`src/rtl/fifo_param.sv`:
```
// Parametrised single-clock FIFO with optional first-word-fall-through read port and sticky error flags.
// Latency: write-to-COUNT 1 cycle; read data 1 cycle after RD_EN (FWFT=0) or presented immediately (FWFT=1).
// Backpressure: writes while FULL are dropped unless a read pops the same cycle; reads while EMPTY are rejected.
module fifo_param #(
    parameter int WIDTH    = 8,
    parameter int DEPTH    = 16,
    parameter int AF_LEVEL = DEPTH - 2,
    parameter int AE_LEVEL = 2,
    parameter bit FWFT     = 1'b0
) (
    input  logic                     CLK,
    input  logic                     RST_N,
    input  logic [WIDTH-1:0]         BUFFER_IN,
    input  logic                     WR_EN,
    input  logic                     RD_EN,
    input  logic                     CLR_ERR,
    output logic [WIDTH-1:0]         BUFFER_OUT,
    output logic                     VALID,
    output logic                     EMPTY,
    output logic                     FULL,
    output logic                     ALMOST_EMPTY,
    output logic                     ALMOST_FULL,
    output logic [$clog2(DEPTH):0]   COUNT,
    output logic                     OVERFLOW,
    output logic                     UNDERFLOW
);

    localparam int AW = $clog2(DEPTH);
    localparam int CW = AW + 1;

    logic [WIDTH-1:0] mem [DEPTH];

    logic [CW-1:0] count_q, count_d;
    logic [AW-1:0] wr_ptr_q, rd_ptr_q;
    logic          ovf_q, ovf_d;
    logic          unf_q, unf_d;

    logic empty, full, rd_ok, wr_ok;
    logic ovf_set, unf_set;

    // Status flags decode registered COUNT only, so they never depend on this cycle's requests.
    assign empty = (count_q == '0);
    assign full  = (count_q == CW'(DEPTH));

    assign rd_ok   = RD_EN && !empty;
    assign wr_ok   = WR_EN && (!full || RD_EN);
    assign ovf_set = WR_EN && full && !RD_EN;
    assign unf_set = RD_EN && empty;

    always_comb begin
        count_d = count_q;
        if (wr_ok && !rd_ok) begin
            count_d = count_q + CW'(1);
        end else if (rd_ok && !wr_ok) begin
            count_d = count_q - CW'(1);
        end
    end

    // A new error event in the same cycle as CLR_ERR keeps the flag set.
    always_comb begin
        ovf_d = ovf_q;
        unf_d = unf_q;
        if (ovf_set) begin
            ovf_d = 1'b1;
        end else if (CLR_ERR) begin
            ovf_d = 1'b0;
        end
        if (unf_set) begin
            unf_d = 1'b1;
        end else if (CLR_ERR) begin
            unf_d = 1'b0;
        end
    end

    always_ff @(posedge CLK or negedge RST_N) begin
        if (!RST_N) begin
            count_q  <= '0;
            wr_ptr_q <= '0;
            rd_ptr_q <= '0;
            ovf_q    <= 1'b0;
            unf_q    <= 1'b0;
        end else begin
            count_q <= count_d;
            ovf_q   <= ovf_d;
            unf_q   <= unf_d;
            if (wr_ok) begin
                wr_ptr_q <= wr_ptr_q + AW'(1);
            end
            if (rd_ok) begin
                rd_ptr_q <= rd_ptr_q + AW'(1);
            end
        end
    end

    always_ff @(posedge CLK) begin
        if (wr_ok) begin
            mem[wr_ptr_q] <= BUFFER_IN;
        end
    end

    generate
        if (FWFT) begin : g_fwft
            // Head word is only ever read once it has been written, so no X escapes the unreset memory.
            assign BUFFER_OUT = empty ? '0 : mem[rd_ptr_q];
            assign VALID      = !empty;
        end else begin : g_std
            logic [WIDTH-1:0] dout_q;
            logic             vld_q;

            always_ff @(posedge CLK or negedge RST_N) begin
                if (!RST_N) begin
                    dout_q <= '0;
                    vld_q  <= 1'b0;
                end else begin
                    vld_q <= rd_ok;
                    if (rd_ok) begin
                        dout_q <= mem[rd_ptr_q];
                    end
                end
            end

            assign BUFFER_OUT = dout_q;
            assign VALID      = vld_q;
        end
    endgenerate

    assign EMPTY        = empty;
    assign FULL         = full;
    assign ALMOST_EMPTY = (count_q <= CW'(AE_LEVEL));
    assign ALMOST_FULL  = (count_q >= CW'(AF_LEVEL));
    assign COUNT        = count_q;
    assign OVERFLOW     = ovf_q;
    assign UNDERFLOW    = unf_q;

endmodule

```
`config.mk`:
```
export PLATFORM = sky130hd
export DESIGN_NAME = fifo_param
export DESIGN_NICKNAME = d
export VERILOG_FILES = /design/src/rtl/fifo_param.sv
export SDC_FILE = /design/constraint.sdc
export NUM_CORES = 1
export LEC_CHECK = 0
export BUFFER_PORTS_ARGS = -buffer_cell sky130_fd_sc_hd__buf_2
export CAP_MARGIN = 20
export CORE_MARGIN = 4
export CORE_UTILIZATION = 35
export CTS_BUF_LIST = sky130_fd_sc_hd__clkbuf_8
export CTS_CLUSTER_SIZE = 12
export DETAILED_ROUTE_END_ITERATION = 6
export HOLD_SLACK_MARGIN = 0.08
export PLACE_DENSITY = 0.61
export SLEW_MARGIN = 5
export SYNTH_ARGS = -nofsm -noshare
export SYNTH_HDL_FRONTEND = slang
export SYNTH_SLANG_ARGS = --single-unit
```
`constraint.sdc`:
```
create_clock -name CLK -period 3 [get_ports CLK]
set_input_delay 0.15 -clock CLK [delete_from_list [all_inputs] [get_ports CLK]]
set_output_delay 0.15 -clock CLK [all_outputs]
set_load 0.01 [all_outputs]
```
==> flow_summary.toml, run 1 <==
[outcome]
status = "complete, no violations"

[sta]
setup_viol = 0
fmax_ghz = 0.372
worstMarginPinSlew_ns = 0.685
fin_tns_setup_ns = 0
drv_slew = 0
rsz0062_at_grt = "no"
fin_crit_ns = 2.69
hold_viol_final = 0
period_share_pct = 89.7
slew_headroom_pct = 54.3
clock-skew-final_ns = 0.0144

[logic_synthesis]
syn_nets = 341
ys.flop_type = "edfxtp_1"
synth_cell_types = 38
synth_edf_count = 128
ys_ff_latch = 152
syn_inst = 317
yosys_warnings = 0
syn_avg_cell_area_sq_um = 19.4
ys_async_sr_fraction_pct = 15.8
synth_top_area_cell = "edfxtp_1"
synth_top_area_share_pct = 62.4
yosys-top-cells-area = "edfxtp_1, mux4_2, dfrtp_1"
syn_area_sq_mm = 0.00616
yosysSeqAreaShare_pct = 72.1

[drt]
wl_per_cell_microns = 19.5
initialDrtViolationCount = 145
drt_pass1_iterations = 4
vias = 3035
via_per_inst = 4.98
antenna_left = 0
routed_wirelength_microns = 11900
drc = 0

[clocking]
cts_hold_buf = 12
post_cts_resized = 0
numCtsBuffers = 17
post-cts-setup-buffers = 0
tritoncts = "built"
cts_buffer_depth = 2
ctsHtreeMaxLevel = 4
cts-root-buf = "clkbuf_8"
clkTransAtPathRegs_ns = 0.08
cts_num_sinks = 152
clk_latency_ns = 0.45

[critical_path]
critPathRequiredTime_ns = 3.37
start_kind = "flip-flop"
critPathMaxFanout = 12
arrival_ns = 3.06
endpoint_kind = "flip-flop"
critPathKind = "flip-flop to flip-flop"

[run]
cap_violations = 0

[final_layout]
nNetsFinal = 395
multi_input_area_sq_mm = 0.00159
area_delta_synth_final_pct = 14.7
diodes = 0
drive_gt1_share_pct = 28.6
seq_area_sq_mm = 0.00444
n_fill_cell = 1560

[global_route]
grt_overflow = 0
antenna_found_initial = 0
grt_pass1_wl_microns = 19100
grt_max_degree = 27
grt_pass1_vias = 3254
grt_usage_pct = 13.1

[die]
rows = 48
die-area_sq_mm = 0.0198
die_w_microns = 141
io-pin-count = 33
initial_core_util_pct = 35.6
core_sq_mm = 0.0173
die_h_microns = 141

[power_and_ir_drop]
vdd_drop_max_mv = 0.321
power.density_mw_per_mm2 = 890
finalPower_uw = 6290
leakagePower_uw = 0.00247

[placed_design]
dp_hpwl_microns = 7630
portBuffers = 32
gp_congestion = 0.766

[min_path]
hold_path_class = "primary input to flip-flop"
## flip-flops by register name, indices dropped and copies added (netlist names)
| name | count |
|---|---|
| VALID | 1 |
| mem | 128 |
| rd_ptr_q | 4 |
| OVERFLOW | 1 |
| BUFFER_OUT | 8 |
| UNDERFLOW | 1 |
| wr_ptr_q | 4 |
| COUNT | 5 |
## synthesized netlist by cell type, types with 2 or more instances
library cell and instances:
and2_1 16, buf_4 2, a22o_1 2, nor3b_1 2
nand4_1 2, mux4_2 32, buf_6 3, inv_1 8
nor2_1 4, dfrtp_1 24, edfxtp_1 128, o221ai_1 7
xnor2_1 9, nand2_1 18, mux2i_1 16, inv_4 2
o21ai_0 4, a21oi_1 3, ha_1 10, buf_2 7
## cells by family (layout without fill, tap and decap cells)
kind of cell	after synthesis	count (layout)	synth area share (%)
buf+inv	23	90	2.11
fa+ha+maj	11	11	2.36
compound gates	21	21	2.86
flops	152	152	72.1
xor+xnor	10	10	1.42
mux	48	48	14.3
simple gates	52	52	4.83
## layout by cell type (no fill, tap or decap), types with 3 or more instances in the layout
master         Yosys  layout
edfxtp_1         128     128
mux4_2            32      32
buf_2              7      32
dfrtp_1           24      24
nand2_1           18      18
clkbuf_8           0      17
and2_1            16      16
mux2i_1           16      16
dlygate4sd3_1      0      12
ha_1              10      10
xnor2_1            9       9
inv_1              8       8
o221ai_1           7       7
inv_6              0       5
nor2_1             4       4
o21ai_0            4       4
a21oi_1            3       3
## area by class of cell
cell class | count | share of cell area [%]
sequential | 152 | 62.9
multi-input combinational | 142 | 22.5
timing repair buffer | 48 | 4.75
tap | 225 | 3.98
clock buffer | 17 | 3.31
clock inverter | 15 | 2.00
inverter | 10 | 0.602
## metrics by stage
stage	util (%)	instances	hold slack [ns]	instance area [sq um]	worst slack, ns
finish	40.9	609	0.112	7070	0.310
global route	40.9	609	0.0817	7070	0.0741
CTS	40.9	609	0.0803	7070	0.283
detailed placement	38.0	565	0.187	6570	0.291
global placement	38.0	565	0.172	6570	0.351
floorplan	-	317	-0.146	6160	0.313
## path summary, 6_finish.rpt
path                       slack, ns       endpoint  cells past startpoint     startpoint
setup / recovery                0.31       COUNT[4]                     10       COUNT[4]
hold / removal                  0.11      mem[0][6]                      1   BUFFER_IN[6]
setup reg to reg                0.31       COUNT[4]                     10       COUNT[4]
hold reg to reg                 0.51  BUFFER_OUT[6]                      2  BUFFER_OUT[6]
max in group asynchronous       2.38    wr_ptr_q[2]                      2          RST_N
min in group asynchronous       0.23       COUNT[0]                      2          RST_N
## worst max-delay path: stages (launching register included)
cell and delay (ns):
dfrtp_1 0.44, or3_4 0.42, nor3_4 0.14, or2b_4 0.25, ha_1 0.24, inv_1 0.12, ha_1 0.31, a21o_1 0.16
a21oi_1 0.17, mux2i_1 0.23, xnor2_1 0.13
## power breakdown
group	switching, uW	internal, uW	total (uW)
clock	809	673	1480
combinational	956	947	1900
sequential	287	2620	2910
total	2050	4240	6290
## routing by layer
layer  vias up  share of wire [%]  GRT usage, %
li1       1363                  -             -
met1      1576                 44          16.9
met2        81                 49          21.2
met3        15                5.1          3.87
met4         0                1.5          4.44
met5         -                  0             0
(Power assumes the default switching activity.)
==> run 2: changes to the inputs <==
PLACE_DENSITY = unset   (was 0.61)
PLACE_DENSITY_LB_ADDON = 0.1   (was unset)
==> run 2 against run 1 <==
Compared with the run above:
- die area did not move
- utilization grew 0.41 points
- via count fell by 2.2%
- total power increased by 3.9%
- critical path depth increased by 1
- clock skew fell by 0.0016 ns
- wire length increased by 6.1%
- non-clock buffer count up 3
- clock power up 15%
- cell count increased by 0.49%
- critical path type unchanged
- largest cell class unchanged
==> flow_summary.toml, run 2 (same netlist as run 1, synthesis figures left out) <==
[power_and_ir_drop]
leakagePower_uw = 0.00252
p_seq_share_pct = 43.9
finalPower_uw = 6530
comb_power_share_pct = 30.1
internal-power_uw = 4480
clock_power_share_pct = 26.0
vdd_drop_max_mv = 0.403
p_sw_uw = 2050
sw_frac_of_total_pct = 31.4
power.density_mw_per_mm2 = 915

[sta]
worstMarginPinSlew_ns = 0.654
slew_headroom_pct = 56.4
fin_tns_setup_ns = 0
fin_crit_ns = 2.72
fmax_ghz = 0.368
period_share_pct = 90.5
whs_ns = 0.111
setup_viol = 0
drv_slew = 0
clock-skew-final_ns = 0.0129
rsz0062_at_grt = "no"
hold_viol_final = 0

[die]
core_sq_mm = 0.0173
die_h_microns = 141
rows = 48
io-pin-count = 33
initial_core_util_pct = 35.6
die-area_sq_mm = 0.0198
die_w_microns = 141

[clocking]
numCtsBuffers = 17
cts-root-buf = "clkbuf_8"
tritoncts = "built"
clk_latency_ns = 0.45
post-cts-setup-buffers = 0
clkTransAtPathRegs_ns = 0.08
cts_num_sinks = 152
cts_buffer_depth = 2
ctsHtreeMaxLevel = 4

[critical_path]
arrival_ns = 3.09
critPathKind = "flip-flop to flip-flop"
start_kind = "flip-flop"
critPathMaxFanout = 8
critPathRequiredTime_ns = 3.37
endpoint_kind = "flip-flop"

[final_layout]
diodes = 0
area_delta_synth_final_pct = 15.8
largest_register_ffs = 128
final_common_cell = "edfxtp_1"
drive_gt1_share_pct = 28.9
multi_input_area_sq_mm = 0.00159
seq_area_sq_mm = 0.00444
largest_register = "mem"
fin_area_sq_mm = 0.00714
nNetsFinal = 398
n_fill_cell = 1582
final_cells = 612
final_cell_mix = "edfxtp_1, mux4_2, buf_2, dfrtp_1, nand2_1"

[global_route]
grt_pass1_vias = 3122
grt_pass1_wl_microns = 19500
antenna_found_initial = 0
grt_max_degree = 30
grt_usage_pct = 13.6
grt_overflow = 0

[drt]
drc = 0
initialDrtViolationCount = 211
routed_wirelength_microns = 12600
met2WireLength_microns = 6070
top_layer_used = "met4"
wl_met1_microns = 5970
wl_per_cell_microns = 20.6
antenna_left = 0
drt_pass1_iterations = 4
wl_met3_microns = 355
via_per_inst = 4.85
vias = 2969

[run]
cap_violations = 0

[placed_design]
portBuffers = 32
postPlaceCellArea_sq_mm = 0.00658
dp_hpwl_microns = 8040
gp_congestion = 0.730
place_inst = 568

[outcome]
status = "complete, no violations"

[min_path]
hold_path_class = "primary input to flip-flop"
==> run 2: cell count changes in the layout (fill, tap and decap cells not counted), sizes merged <==
cell / delta
buf: +3
clkinvlp: -1
inv: -2
bufinv: +3
==> run 2: critical path, cell delays in order (launching register included) <==
cell and delay (ns):
dfrtp_1 0.48, nor4_1 0.32, nand2_1 0.17, o21ai_4 0.22, inv_4 0.08, ha_1 0.23, inv_1 0.16, ha_1 0.27
a21o_1 0.16, a21oi_1 0.19, mux2i_1 0.23, xnor2_1 0.13
==> run 2: area by class of cell <==
type | instances | area share [%]
repair buffers | 51 | 4.84
flip-flops and latches | 152 | 62.3
well taps | 225 | 3.94
clock buffers | 17 | 3.28
clock inverters | 15 | 2.84
multi-input cells | 142 | 22.2
inverters | 10 | 0.596
==> run 2: final timing paths <==
check	startpoint	end	depth (start not counted)	slack (ns)
max	COUNT[1]	COUNT[4]	11	0.28
min	BUFFER_IN[6]	mem[1][6]	1	0.11
max reg2reg	COUNT[1]	COUNT[4]	11	0.28
min reg2reg	BUFFER_OUT[2]	BUFFER_OUT[2]	2	0.51
max in group asynchronous	RST_N	BUFFER_OUT[1]	2	2.31
min in group asynchronous	RST_N	wr_ptr_q[2]	2	0.27
==> run 2: power by group through the flow <==
stage	clock (uW)	sequential [uW]	combinational (uW)
2_1_floorplan	0	2850	1430
3_3_place_gp	0	2910	2000
3_5_place_dp	0	2920	2000
4_1_cts	1730	2880	2020
5_1_grt	1840	2920	2160
6_report	1700	2870	1970
==> run 2: layer usage <==
| layer | up-vias | track usage, % |
|---|---|---|
| met5 | - | 0 |
| met4 | 0 | 4.74 |
| met3 | 16 | 3.29 |
| met2 | 41 | 21.5 |
| met1 | 1550 | 18.6 |
| li1 | 1362 | - |
==> run 2: timing repair <==
| action | CTS | global route |
|---|---|---|
| hold buffers | 12 | 0 |
| resized for setup | 0 | 0 |
| hold endpoints to repair | 118 | 0 |
==> run 2: through the flow <==
stage	setup WS [ns]	util [%]
after floorplan	0.313	-
after global placement	0.350	38.0
after detailed placement	0.306	38.0
after CTS	0.271	41.3
after global routing	0.0338	41.3
final	0.285	41.3
